[src/rtl/spi_slave_rx_if.sv]
`default_nettype none
// ============================================================================
// Module      : spi_slave_rx_if
// Description : Bundles the SPI pins and the receive-stream handshake of the
//               spi_slave_rx block.
//               - slave  modport : the receiver (consumes pins and rx_ready,
//                                  produces the byte stream and status).
//               - master modport : the SPI master plus the byte consumer.
//               Ports carried:
//                 spi_cs, spi_sck, spi_sdo : serial pins (async to clk_i)
//                 rx_data[7:0], rx_valid   : FWFT head of receive FIFO
//                 rx_ready                 : consumer accept
//                 fifo_level               : FIFO occupancy
//                 rx_overflow, frame_err   : one-cycle status pulses
// Revision    : 1.0 - initial release
// ============================================================================
interface spi_slave_rx_if #(
   parameter int FIFO_DEPTH = 4
);
   logic                          spi_cs;
   logic                          spi_sck;
   logic                          spi_sdo;
   logic [7:0]                    rx_data;
   logic                          rx_valid;
   logic                          rx_ready;
   logic [$clog2(FIFO_DEPTH):0]   fifo_level;
   logic                          rx_overflow;
   logic                          frame_err;

   modport slave (
      input  spi_cs, spi_sck, spi_sdo, rx_ready,
      output rx_data, rx_valid, fifo_level, rx_overflow, frame_err
   );

   modport master (
      output spi_cs, spi_sck, spi_sdo, rx_ready,
      input  rx_data, rx_valid, fifo_level, rx_overflow, frame_err
   );
endinterface
`default_nettype wire

[src/rtl/spi_slave_rx.sv]
`default_nettype none
// ============================================================================
// Module      : spi_slave_rx
// Description : Oversampling SPI receiver. Synchronises cs/sck/sdo into clk_i,
//               samples sdo on sck falling edges, assembles MSB-first bytes
//               and queues them in a first-word-fall-through FIFO.
//               Ports:
//                 clk_i : system clock (only clock)
//                 rst   : synchronous, active-high reset
//                 bus   : spi_slave_rx_if.slave
//                         - spi_cs/spi_sck/spi_sdo in (asynchronous pins)
//                         - rx_data/rx_valid out, rx_ready in
//                         - fifo_level out, rx_overflow/frame_err pulses out
// Revision    : 1.0 - initial release
// ============================================================================
module spi_slave_rx #(
   parameter int FIFO_DEPTH = 4
) (
   input  logic           clk_i,
   input  logic           rst,
   spi_slave_rx_if.slave  bus
);

   localparam int             AW           = $clog2(FIFO_DEPTH);
   localparam logic [AW:0]    c_FULL_LEVEL = (AW+1)'(FIFO_DEPTH);

   typedef enum logic [1:0] {
      S_WAIT_IDLE = 2'd0,
      S_IDLE      = 2'd1,
      S_RECV      = 2'd2
   } state_t;

   // ------------------------------------------------------------------------
   // Pin synchronisers and edge detection
   // ------------------------------------------------------------------------
   logic       r_cs_s1,  r_cs_s2,  r_cs_d;
   logic       r_sck_s1, r_sck_s2, r_sck_d;
   logic       r_sdo_s1, r_sdo_s2;
   // Fills with ones after reset; once bit 1 is set the synchroniser outputs
   // reflect the real pins rather than their cleared reset value.
   logic [1:0] r_settle;

   always_ff @(posedge clk_i) begin
      if (rst) begin
         r_cs_s1  <= 1'b0;
         r_cs_s2  <= 1'b0;
         r_cs_d   <= 1'b0;
         r_sck_s1 <= 1'b0;
         r_sck_s2 <= 1'b0;
         r_sck_d  <= 1'b0;
         r_sdo_s1 <= 1'b0;
         r_sdo_s2 <= 1'b0;
         r_settle <= 2'b00;
      end else begin
         r_cs_s1  <= bus.spi_cs;
         r_cs_s2  <= r_cs_s1;
         r_cs_d   <= r_cs_s2;
         r_sck_s1 <= bus.spi_sck;
         r_sck_s2 <= r_sck_s1;
         r_sck_d  <= r_sck_s2;
         r_sdo_s1 <= bus.spi_sdo;
         r_sdo_s2 <= r_sdo_s1;
         r_settle <= {r_settle[0], 1'b1};
      end
   end

   logic w_sck_fall;
   logic w_cs_rise;
   logic w_cs_fall;

   assign w_sck_fall = r_sck_d  & ~r_sck_s2;
   assign w_cs_rise  = ~r_cs_d  &  r_cs_s2;
   assign w_cs_fall  =  r_cs_d  & ~r_cs_s2;

   // ------------------------------------------------------------------------
   // Receive FSM
   // ------------------------------------------------------------------------
   state_t     r_state;
   logic [2:0] r_bit_cnt;
   logic [7:0] r_shift;
   logic       r_byte_done;
   logic       r_frame_det;
   logic       r_frame_err;

   logic       w_edge;
   logic [2:0] w_cnt_next;
   logic [7:0] w_shift_next;

   // The sck edge is applied before a coincident cs_fall closes the frame, so
   // the post-edge count decides whether the frame ended on a byte boundary.
   assign w_edge       = (r_state == S_RECV) & w_sck_fall;
   assign w_cnt_next   = w_edge ? (r_bit_cnt + 3'd1) : r_bit_cnt;
   assign w_shift_next = w_edge ? {r_shift[6:0], r_sdo_s2} : r_shift;

   always_ff @(posedge clk_i) begin
      if (rst) begin
         r_state     <= S_WAIT_IDLE;
         r_bit_cnt   <= 3'd0;
         r_shift     <= 8'h00;
         r_byte_done <= 1'b0;
         r_frame_det <= 1'b0;
      end else begin
         r_byte_done <= 1'b0;
         r_frame_det <= 1'b0;
         case (r_state)
            S_WAIT_IDLE: begin
               if (r_settle[1] && !r_cs_s2) begin
                  r_state <= S_IDLE;
               end
            end
            S_IDLE: begin
               if (w_cs_rise) begin
                  r_state   <= S_RECV;
                  r_bit_cnt <= 3'd0;
                  r_shift   <= 8'h00;
               end
            end
            S_RECV: begin
               r_bit_cnt   <= w_cnt_next;
               r_shift     <= w_shift_next;
               // 3-bit counter wraps 7 -> 0 exactly when the 8th bit lands.
               r_byte_done <= w_edge && (r_bit_cnt == 3'd7);
               if (w_cs_fall) begin
                  r_state     <= S_IDLE;
                  r_frame_det <= (w_cnt_next != 3'd0);
               end
            end
            default: begin
               r_state <= S_WAIT_IDLE;
            end
         endcase
      end
   end

   // Extra stage aligns frame_err with the byte path (pin to output: 3 clocks).
   always_ff @(posedge clk_i) begin
      if (rst) begin
         r_frame_err <= 1'b0;
      end else begin
         r_frame_err <= r_frame_det;
      end
   end

   // ------------------------------------------------------------------------
   // Receive FIFO (first-word-fall-through)
   // ------------------------------------------------------------------------
   logic [7:0]    r_mem [FIFO_DEPTH];
   logic [AW-1:0] r_wr_ptr;
   logic [AW-1:0] r_rd_ptr;
   logic [AW:0]   r_count;
   logic          r_overflow;

   logic w_push;
   logic w_pop;
   logic w_full;
   logic w_empty;
   logic w_write;

   assign w_push  = r_byte_done;
   assign w_empty = (r_count == '0);
   assign w_full  = (r_count == c_FULL_LEVEL);
   assign w_pop   = bus.rx_ready & ~w_empty;
   // When full, a same-cycle pop frees the head slot, which is also the slot
   // the write pointer addresses, so the write can proceed.
   assign w_write = w_push & (~w_full | w_pop);

   always_ff @(posedge clk_i) begin
      if (rst) begin
         r_wr_ptr   <= '0;
         r_rd_ptr   <= '0;
         r_count    <= '0;
         r_overflow <= 1'b0;
         for (int i = 0; i < FIFO_DEPTH; i++) begin
            r_mem[i] <= 8'h00;
         end
      end else begin
         r_overflow <= w_push & w_full & ~w_pop;
         if (w_write) begin
            r_mem[r_wr_ptr] <= r_shift;
            r_wr_ptr        <= r_wr_ptr + 1'b1;
         end
         if (w_pop) begin
            r_rd_ptr <= r_rd_ptr + 1'b1;
         end
         if (w_write && !w_pop) begin
            r_count <= r_count + 1'b1;
         end else if (!w_write && w_pop) begin
            r_count <= r_count - 1'b1;
         end
      end
   end

   assign bus.rx_valid    = ~w_empty;
   assign bus.rx_data     = w_empty ? 8'h00 : r_mem[r_rd_ptr];
   assign bus.fifo_level  = r_count;
   assign bus.rx_overflow = r_overflow;
   assign bus.frame_err   = r_frame_err;

endmodule
`default_nettype wire

[src/flat_wrapper.sv]
// flat-port wrapper written by rule: the top's interface ports become plain ports
module spi_slave_rx_flat 
#(
   parameter int FIFO_DEPTH = 4
)
  (clk_i, rst, bus_spi_cs, bus_spi_sck, bus_spi_sdo, bus_rx_ready, bus_rx_data, bus_rx_valid, bus_fifo_level, bus_rx_overflow, bus_frame_err);
  spi_slave_rx_if #(.FIFO_DEPTH(FIFO_DEPTH)) bus_i ();
  input  logic clk_i;
  input  logic rst;
  input wire logic [$bits(bus_i.spi_cs)-1:0] bus_spi_cs;
  input wire logic [$bits(bus_i.spi_sck)-1:0] bus_spi_sck;
  input wire logic [$bits(bus_i.spi_sdo)-1:0] bus_spi_sdo;
  input wire logic [$bits(bus_i.rx_ready)-1:0] bus_rx_ready;
  output wire logic [$bits(bus_i.rx_data)-1:0] bus_rx_data;
  output wire logic [$bits(bus_i.rx_valid)-1:0] bus_rx_valid;
  output wire logic [$bits(bus_i.fifo_level)-1:0] bus_fifo_level;
  output wire logic [$bits(bus_i.rx_overflow)-1:0] bus_rx_overflow;
  output wire logic [$bits(bus_i.frame_err)-1:0] bus_frame_err;
  assign bus_i.spi_cs = bus_spi_cs;
  assign bus_i.spi_sck = bus_spi_sck;
  assign bus_i.spi_sdo = bus_spi_sdo;
  assign bus_i.rx_ready = bus_rx_ready;
  assign bus_rx_data = bus_i.rx_data;
  assign bus_rx_valid = bus_i.rx_valid;
  assign bus_fifo_level = bus_i.fifo_level;
  assign bus_rx_overflow = bus_i.rx_overflow;
  assign bus_frame_err = bus_i.frame_err;
  spi_slave_rx #(.FIFO_DEPTH(FIFO_DEPTH)) u_core (.clk_i(clk_i), .rst(rst), .bus(bus_i));
endmodule
[config.mk]
export PLATFORM = sky130hd
export DESIGN_NAME = spi_slave_rx_flat
export DESIGN_NICKNAME = d
export VERILOG_FILES = /design/src/rtl/spi_slave_rx_if.sv /design/src/rtl/spi_slave_rx.sv /design/src/flat_wrapper.sv
export SDC_FILE = /design/constraint.sdc
export NUM_CORES = 1
export LEC_CHECK = 0
export CORE_UTILIZATION = 50
export DETAILED_ROUTE_END_ITERATION = 10
export PLACE_DENSITY = 0.69
export SYNTH_ARGS = -nofsm -noshare
export SYNTH_HDL_FRONTEND = slang
export SYNTH_SLANG_ARGS = --single-unit
[constraint.sdc]
create_clock -name clk_i -period 2.7 [get_ports clk_i]
set_input_delay 0.54 -clock clk_i [delete_from_list [all_inputs] [get_ports clk_i]]
set_output_delay 0.54 -clock clk_i [all_outputs]
set_load 0.01 [all_outputs]
==> results.txt, run 1 <==
The floorplan has 27 rows. In this run, post-CTS repair resized a total of 0 instances. The floorplan step defined a die boundary enclosing 6080 um2. After detailed routing, the number of remaining DRC violations is 0.

The register bit count reported by yosys works out to 68. Once the floorplan was initialized, standard cells occupied 52.1% of the core. The critical path goes through buf_4 > mux4_2 > and2_1 > clkdlybuf4s50_1. The longest clock path from root to sink contains 2 buffers.

Setup violations remaining at the end of the flow were counted as 0. The transition time at the pin with the least slew margin came out at 0.962 ns. The critical path runs through a total of 4 cells. Of the total power, the share spent switching nets is 24.4%. The wire length on met2 is 2.45 mm. The post-route minimum period is 2.54 ns, and the share of final-layout standard cells stronger than drive strength 1 is 13.3%. The count of warnings emitted by yosys was 0; the total leakage power was 1.23 nW. Routed signal wires occupy layers up through met4. For this design, the sink count on the clock tree is 68. In this run, the clock network consumes 32.9% of the power. The number of buffers and inverters on the critical path is 2. A synthesized cell averages 12.6 um2. The worst path uses 94.2% of the clock period.

After detailed routing, the met3 layer carries 148 um of wire. The normalized max-slew margin came out at 35.4%. VDD sags by at most 0.427 mV. Once the clock tree was built, the setup fixing pass inserted 0 buffers.

The critical path class was flip-flop to output port. The run gives 0 as the final number of max-transition violations. The logs give 8.40 mm for the first-pass GRT wire length and 0 for the initial antenna violation count. The instance area at placement was 3190 um2. The detail route stage leaves a number of antenna-violating nets equal to 0.

The total number of H-tree levels is 3. The HPWL after detailed placement is 3.21 mm. Leaving out fill and tap cells, the most frequent cells in the layout are sky130_fd_sc_hd__and2_1 (41), sky130_fd_sc_hd__dfxtp_1 (36), sky130_fd_sc_hd__edfxtp_1 (32). The number of optimization iterations in the first detailed-route pass is 4, and the total congestion overflow after global routing is 0. The number of max-capacitance violations reported is 0. The worst setup path is launched from a flip-flop. The detailed router put a total of 2.19 mm of wire on met1. Clock latency on the worst-skew pair, taken at its later pin, is 0.33 ns. The number of global-route vias before repair is 1,761, and the critical-path maximum fanout is 8. The critical path data required time came out at 2.16 ns. On the final layout, the worst clock skew is 0.00615 ns. The tools report the final weighted congestion in routability-driven placement as 0.779. Leaving out fill and tap cells, the most frequent cell in the layout is sky130_fd_sc_hd__and2_1. After clock tree synthesis, the clock-pin slew on the worst setup and hold paths is 0.07 ns.

After synthesis the cells add up to 2890 um2. The run gives 18.7% as the total global routing track utilization. At the placement stage, the worst setup path has a slack of -0.0196 ns. STA classifies the critical path endpoint as an output port. The die is 78.0 um wide. 0 antenna diodes ended up in the layout. Top-level port count: 20. The worst hold path stage count is 1. Setup repair after global routing left no endpoint under its margin.

In this run, post-CTS hold repair placed 0 buffers. TritonCTS built the clock tree. Critical path's top delay family: buffers and inverters. The biggest cell delay along the critical path came out at 0.53 ns. Entering global routing, the biggest net connects 22 pins. The total CTS buffers came out at 9. The distinct cell type count after synthesis was 39; the switching component of the power was 0.497 mW. The count of input and output buffers was 19; the fraction of the yosys area taken by sequential cells was 58.3%.

The final design instance area without fill came out at 3340 um2. The logs give 393 MHz for the achievable frequency and 0.156 ns for the worst setup margin. The buffer cell driving the clock tree root was sky130_fd_sc_hd__clkbuf_8.

After layout, the design draws a total of 2.04 mW. The tightest min-delay check is of the flip-flop to flip-flop type. The number of nets in the layout is 274, and the number of hold-slack violations in the final timing report is 0. For this block, the initial DRC count from the detailed router was 95. The floorplan step defined a core boundary enclosing 5540 um2.

After detailed routing, the average wire length per cell comes to 14.5 um. The number of nets handed over by synthesis was 244. The post-synthesis to final-layout area growth was 15.8%; the ratio of routed vias to standard cells was 5.23. The detailed-route via count was 1,756; the total wire length was 4.87 mm.

Cell internal power was estimated by the tool at 1.54 mW. Of the total power, registers draw 55.8%. The share of total power dissipated in combinational logic is 11.3%. The number of cells produced by synthesis was 229; the vertical extent of the die was 78.0 um. Slowest cell on the critical path: sky130_fd_sc_hd__mux4_2. The flow ran to the end, and the final reports show no timing, DRC or antenna violations.

STA puts the critical path data arrival time at 2.00 ns. Measured in cells, the most critical reg-to-reg path has a length of 8. In this run the power density over the cells is 610 nW/um2.
[cell usage after synthesis]
master,number,area [um2]
sky130_fd_sc_hd__nand4_1,1,6.26
sky130_fd_sc_hd__a31oi_1,2,12.5
sky130_fd_sc_hd__nand2_1,4,15.0
sky130_fd_sc_hd__dfxtp_1,36,721
sky130_fd_sc_hd__o21ai_0,4,20.0
sky130_fd_sc_hd__nor3b_1,1,7.51
sky130_fd_sc_hd__mux2i_1,1,10.0
sky130_fd_sc_hd__xnor2_1,2,17.5
sky130_fd_sc_hd__nor2b_1,11,68.8
sky130_fd_sc_hd__and3_4,2,22.5
sky130_fd_sc_hd__xor2_1,4,35.0
sky130_fd_sc_hd__or4b_4,1,13.8
sky130_fd_sc_hd__nand4b_1,1,8.76
sky130_fd_sc_hd__or2_1,1,6.26
sky130_fd_sc_hd__a2111oi_0,1,8.76
sky130_fd_sc_hd__and3_1,1,6.26
sky130_fd_sc_hd__o31ai_1,1,7.51
sky130_fd_sc_hd__a211oi_1,1,7.51
sky130_fd_sc_hd__inv_1,8,30.0
sky130_fd_sc_hd__mux4_2,8,180
sky130_fd_sc_hd__a31o_2,2,17.5
sky130_fd_sc_hd__nor3_1,4,20.0
sky130_fd_sc_hd__nor4_1,1,6.26
sky130_fd_sc_hd__edfxtp_1,32,961
sky130_fd_sc_hd__o2111ai_1,1,8.76
sky130_fd_sc_hd__nand3_1,3,15.0
sky130_fd_sc_hd__and2_1,41,257
sky130_fd_sc_hd__fa_1,1,20.0
sky130_fd_sc_hd__a22o_1,10,87.6
sky130_fd_sc_hd__buf_6,2,22.5
sky130_fd_sc_hd__ha_1,8,100
sky130_fd_sc_hd__or3_1,2,12.5
sky130_fd_sc_hd__a22oi_1,1,7.51
sky130_fd_sc_hd__nor2_1,8,30.0
sky130_fd_sc_hd__a21oi_1,5,25.0
sky130_fd_sc_hd__clkbuf_1,7,26.3
sky130_fd_sc_hd__buf_1,1,3.75
sky130_fd_sc_hd__nand2b_1,8,50.1
sky130_fd_sc_hd__mux2_2,1,11.3
[kinds of logic (layout without fill, tap and decap cells)]
logic type	after synthesis	count (layout)	share of synthesized area, %
AND/OR/NAND/NOR	90	90	18.9
flip-flops	68	68	58.3
AO/OA/AOI/OAI	28	28	7.02
buffers and inverters	18	53	2.86
multiplexers	10	10	6.98
adder cells (fa/ha/maj)	9	9	4.16
XOR/XNOR	6	6	1.82
[routing by layer]
layer / vias up / track usage, %
li1: 875 / -
met1: 847 / 22.9
met2: 28 / 31.0
met3: 6 / 3.18
met4: 0 / 11.1
met5: - / 0
[path summary, 6_finish.rpt]
path                                                from                        to  slack, ns
worst max-delay path                           flip-flop            bus_rx_data[4]       0.16
worst min-delay path                     u_core.r_sdo_s1           u_core.r_sdo_s2       0.44
worst max register to register  u_core.bus.fifo_level[0]  u_core.bus.fifo_level[2]       0.55
worst min register to register           u_core.r_sdo_s1           u_core.r_sdo_s2       0.44
[cell type report]
class | instances | area [um2]
fillers | 480 | 2200
well taps | 72 | 90.1
inverters | 8 | 30.0
repair buffers | 29 | 265
clock buffers | 13 | 139
clock inverters | 3 | 13.8
flip-flops and latches | 68 | 1680
multi-input cells | 143 | 1120
[worst reg2reg max path: cells and delay by family, from the launching register on]
family,cells,cell delay (ns)
AND/OR/NAND/NOR,3,0.81
XOR/XNOR,1,0.15
AO/OA/AOI/OAI,1,0.14
adder cells (fa/ha/maj),2,0.56
buffers and inverters,1,0.06
flip-flops,1,0.36
[stage by stage]
| stage | utilization (%) | hold slack [ns] | cells | setup TNS (ns) |
|---|---|---|---|---|
| floorplan | - | 0.414 | 229 | 0 |
| global placement | 57.6 | 0.417 | 320 | 0 |
| detailed placement | 57.6 | 0.426 | 320 | -0.0196 |
| CTS | 60.3 | 0.441 | 336 | 0 |
| global route | 60.3 | 0.453 | 336 | 0 |
| finish | 60.3 | 0.440 | 336 | 0 |
[state kept, by name (all words and copies together), names as in the netlist, named ones only]
register / count
u_core.r_rd_ptr: 2
u_core.r_wr_ptr: 2
u_core.r_bit_cnt: 3
u_core.bus.fifo_level: 3
u_core.r_sdo_s2: 1
u_core.r_sdo_s1: 1
u_core.bus.frame_err: 1
u_core.bus.rx_overflow: 1
u_core.r_frame_det: 1
u_core.r_sck_s1: 1
u_core.r_cs_s1: 1
u_core.r_cs_d: 1
u_core.r_shift: 8
u_core.r_state: 2
u_core.r_byte_done: 1
u_core.r_sck_s2: 1
u_core.r_cs_s2: 1
u_core.r_sck_d: 1
u_core.r_settle: 2
u_core.r_mem: 32
[power groups by stage]
stage          Clock (mW)  Combinational, mW  Sequential [mW]
4_1_cts             0.686              0.229             1.14
3_3_place_gp            0              0.224             1.16
3_5_place_dp            0              0.225             1.16
5_1_grt             0.733              0.263             1.14
6_report            0.671              0.230             1.14
2_1_floorplan           0              0.172             1.15
Note: power is estimated with default switching activity, not from simulation.
==> run 2, diff against run 1 <==
Settings changed: CAP_MARGIN set to 20.
Clock period 2.7 ns to 2.8 ns, I/O delays scaled along.
==> run 2 against run 1 <==
Clock skew down 0.0020 ns. Wire length down 6.3%. Final cell count unchanged. Sequential power down 4%. Largest cell class unchanged. Largest power group unchanged.
==> results.txt, run 2 (synthesis results as in run 1) <==
In this run the deepest clock path goes through 2 buffers. The number of standard-cell rows in the floorplan was 27; the final hold slack was 0.437 ns. After global routing, the most crowded layer is met2. The count of input and output buffers was 19; the first-pass GRT wire length was 7.85 mm.

Based on the critical path, the design can be clocked at up to 391 MHz. For this design, the sink count on the clock tree is 68. Per report_power, the combinational group accounts for 10.1% of the total.

For the clock skew after layout, the log shows 0.00419 ns. The clock transition at the registers of the reported paths was 0.07 ns; the final setup violation count was 0. The tools report the critical path data arrival time as 2.00 ns. Setup repair after global routing left no endpoint under its margin.

Total CTS buffers: 9. The most flop-heavy register is u_core.r_mem. Entering global routing, the biggest net connects 15 pins. For the number of nets in the layout, the log shows 274. The pre-antenna-repair detailed-routing pass consisted of 4 iterations. The area taken by flip-flops and latches is 1680 um2, and the total of cells resized after clock tree synthesis is 0. The met2 layer usage reported by global route came out at 28.0%. Leaving out fill and tap cells, the most frequent cell in the layout is sky130_fd_sc_hd__and2_1.

The clock network accounts for 39.2% of the total power. The run gives 0 as the initial antenna violation count. The run finished with clean final reports. The tree is rooted in a sky130_fd_sc_hd__clkbuf_8. The die covers 6080 um2. Global routing finished with a remaining overflow of 0. The critical-path maximum fanout works out to 8. The element type at the critical path end is an output port. The cell-internal power is 1.68 mW. Total leakage power: 1.26 nW. The critical path class is flip-flop to output port. The routed layout has 1,732 vias.

The post-route clock period utilization was 91.3%; the insertion delay of the later-clocked pin in the worst-skew pair was 0.33 ns. The path class of the tightest hold or removal check is flip-flop to flip-flop. The run gives 81 as the initial DRC count. The transition time at the pin with the least slew margin works out to 0.877 ns.

For this design the total switching power over the nets is 0.489 mW. Total negative slack: 0 ns. For this run, design rule violations remaining after detail routing come to 0.

The remaining antenna violation count after routing was 0. The critical path data required time is 2.24 ns. Measured against its own limit, the worst slew margin works out to 41.1%. The tools report the met1 usage as 21.8%. The largest registers in the layout are u_core.r_mem x32, u_core.r_shift x8.

The logs give 17.7% for the total global routing track utilization and 61.6% for the final core area utilization. The logs give 4.56 mm for the total wire length and 466 for the filler cell count in the final layout. The run gives 0.244 ns as the worst setup margin.

The flip-flop count of the largest register after layout was 32; the top-level port count was 20. Dividing the detail-routed via count by the number of cells gives 5.15. Traced cell by cell, the critical path runs through buf_4 > mux4_2 > and2_1 > clkdlybuf4s50_1. The run gives 0 as the number of hold buffers added after CTS. The repair_antennas step left the layout with diodes totalling 0.

Across the run, the number of max-cap violations was 0. Power comes to 2.16 mW. The clock tree synthesis step divided the H-tree into 3 levels. Slowest cell on the critical path: sky130_fd_sc_hd__mux4_2. The worst setup path is launched from a flip-flop. Post-synthesis to final-layout area growth: 18.2%. The switching part of the total power came out at 22.6%. Leaving out fill and tap cells, the most frequent cells in the layout are sky130_fd_sc_hd__and2_1 (41), sky130_fd_sc_hd__dfxtp_1 (36), sky130_fd_sc_hd__edfxtp_1 (32).

Number of global-route vias before repair: 1,657. The biggest cell delay along the critical path was 0.53 ns; the sequential share of power was 50.7%. For the final weighted congestion in routability-driven placement, the log shows 0.754. Cells with a size suffix above 1 make up 15.2% of the layout. The maximum VDD drop is 0.404 mV. The routed length per placed instance is 13.6 um. Dividing total power by cell area gives a power density of 635 nW/um2. From bottom edge to top edge, the die measures 78.0 um.

For the number of hold-slack violations in the final timing report, the log shows 0. The initial utilization of the core area, before any placement, comes to 52.1%. The logs give 0 for the final number of max-transition violations and 1120 um2 for the area of the multi-input gates.

In this run the post-CTS setup repair buffer count came out at 0. TritonCTS built the clock tree. In this run the standard cell core region covers 5540 um2. Minimum setup slack after placement: 0.0717 ns. In the global route stage, met3 resource usage came out at 4.94%. The post-route minimum period was 2.56 ns. The wire-length estimate of the detail-placed layout is 3.20 mm. The x dimension of the die is 78.0 um.
run 2: cell count changes in the layout (fill, tap and decap cells not counted):
cell | before | now
sky130_fd_sc_hd__clkbuf_1 | 4 | 0
sky130_fd_sc_hd__clkbuf_8 | 9 | 13
sky130_fd_sc_hd__bufinv_16 | 0 | 1
sky130_fd_sc_hd__clkinv_1 | 1 | 0
sky130_fd_sc_hd__clkinv_2 | 2 | 1
sky130_fd_sc_hd__clkinvlp_4 | 0 | 1
run 2: power by group through the flow:
| stage | Sequential [mW] | Clock [mW] | Combinational (mW) |
|---|---|---|---|
| after floorplan | 1.11 | 0 | 0.166 |
| after global placement | 1.12 | 0 | 0.216 |
| after CTS | 1.10 | 0.875 | 0.219 |
| after detailed placement | 1.12 | 0 | 0.218 |
| final | 1.10 | 0.848 | 0.219 |
| after global routing | 1.10 | 0.913 | 0.243 |
run 2: critical path: cells and delay by family, from the launching register on:
family	cells	cell delay (ns)
buffers and inverters	2	0.66
muxes	1	0.53
DFF	1	0.31
and+or+nand+nor	1	0.17
run 2: final timing paths:
check	cells past startpoint	slack [ns]	startpoint	endpoint
min reg2reg	1	0.44	u_core.r_sck_s1	u_core.r_sck_s2
min	1	0.44	u_core.r_sck_s1	u_core.r_sck_s2
max	4	0.24	flip-flop	bus_rx_data[4]
max reg2reg	8	0.64	u_core.bus.fifo_level[0]	u_core.bus.fifo_level[2]
run 2: routing by layer:
layer / vias to the layer above / share of wire (%)
li1: 871 / -
met1: 824 / 47
met2: 28 / 48
met3: 9 / 3.2
met4: 0 / 1.8
met5: - / 0
run 2: layout make-up:
| type | count | area share [%] |
|---|---|---|
| inverter | 8 | 0.880 |
| timing repair buffer | 29 | 7.78 |
| clock buffer | 13 | 5.25 |
| clock inverter | 3 | 1.25 |
| tap | 72 | 2.64 |
| sequential | 68 | 49.3 |
| multi-input combinational | 143 | 32.9 |
run 2: metrics by stage:
step                area [um2]  std cells
floorplan                 2890        229
global placement          3190        320
detailed placement        3190        320
global route              3410        336
finish                    3410        336
CTS                       3410        336
==> run 3, diff against run 2 <==
Settings changed: HOLD_SLACK_MARGIN set to 0.08.
==> results of run 3 <==
Final layout, timing and power as in run 2 (identical DEF).
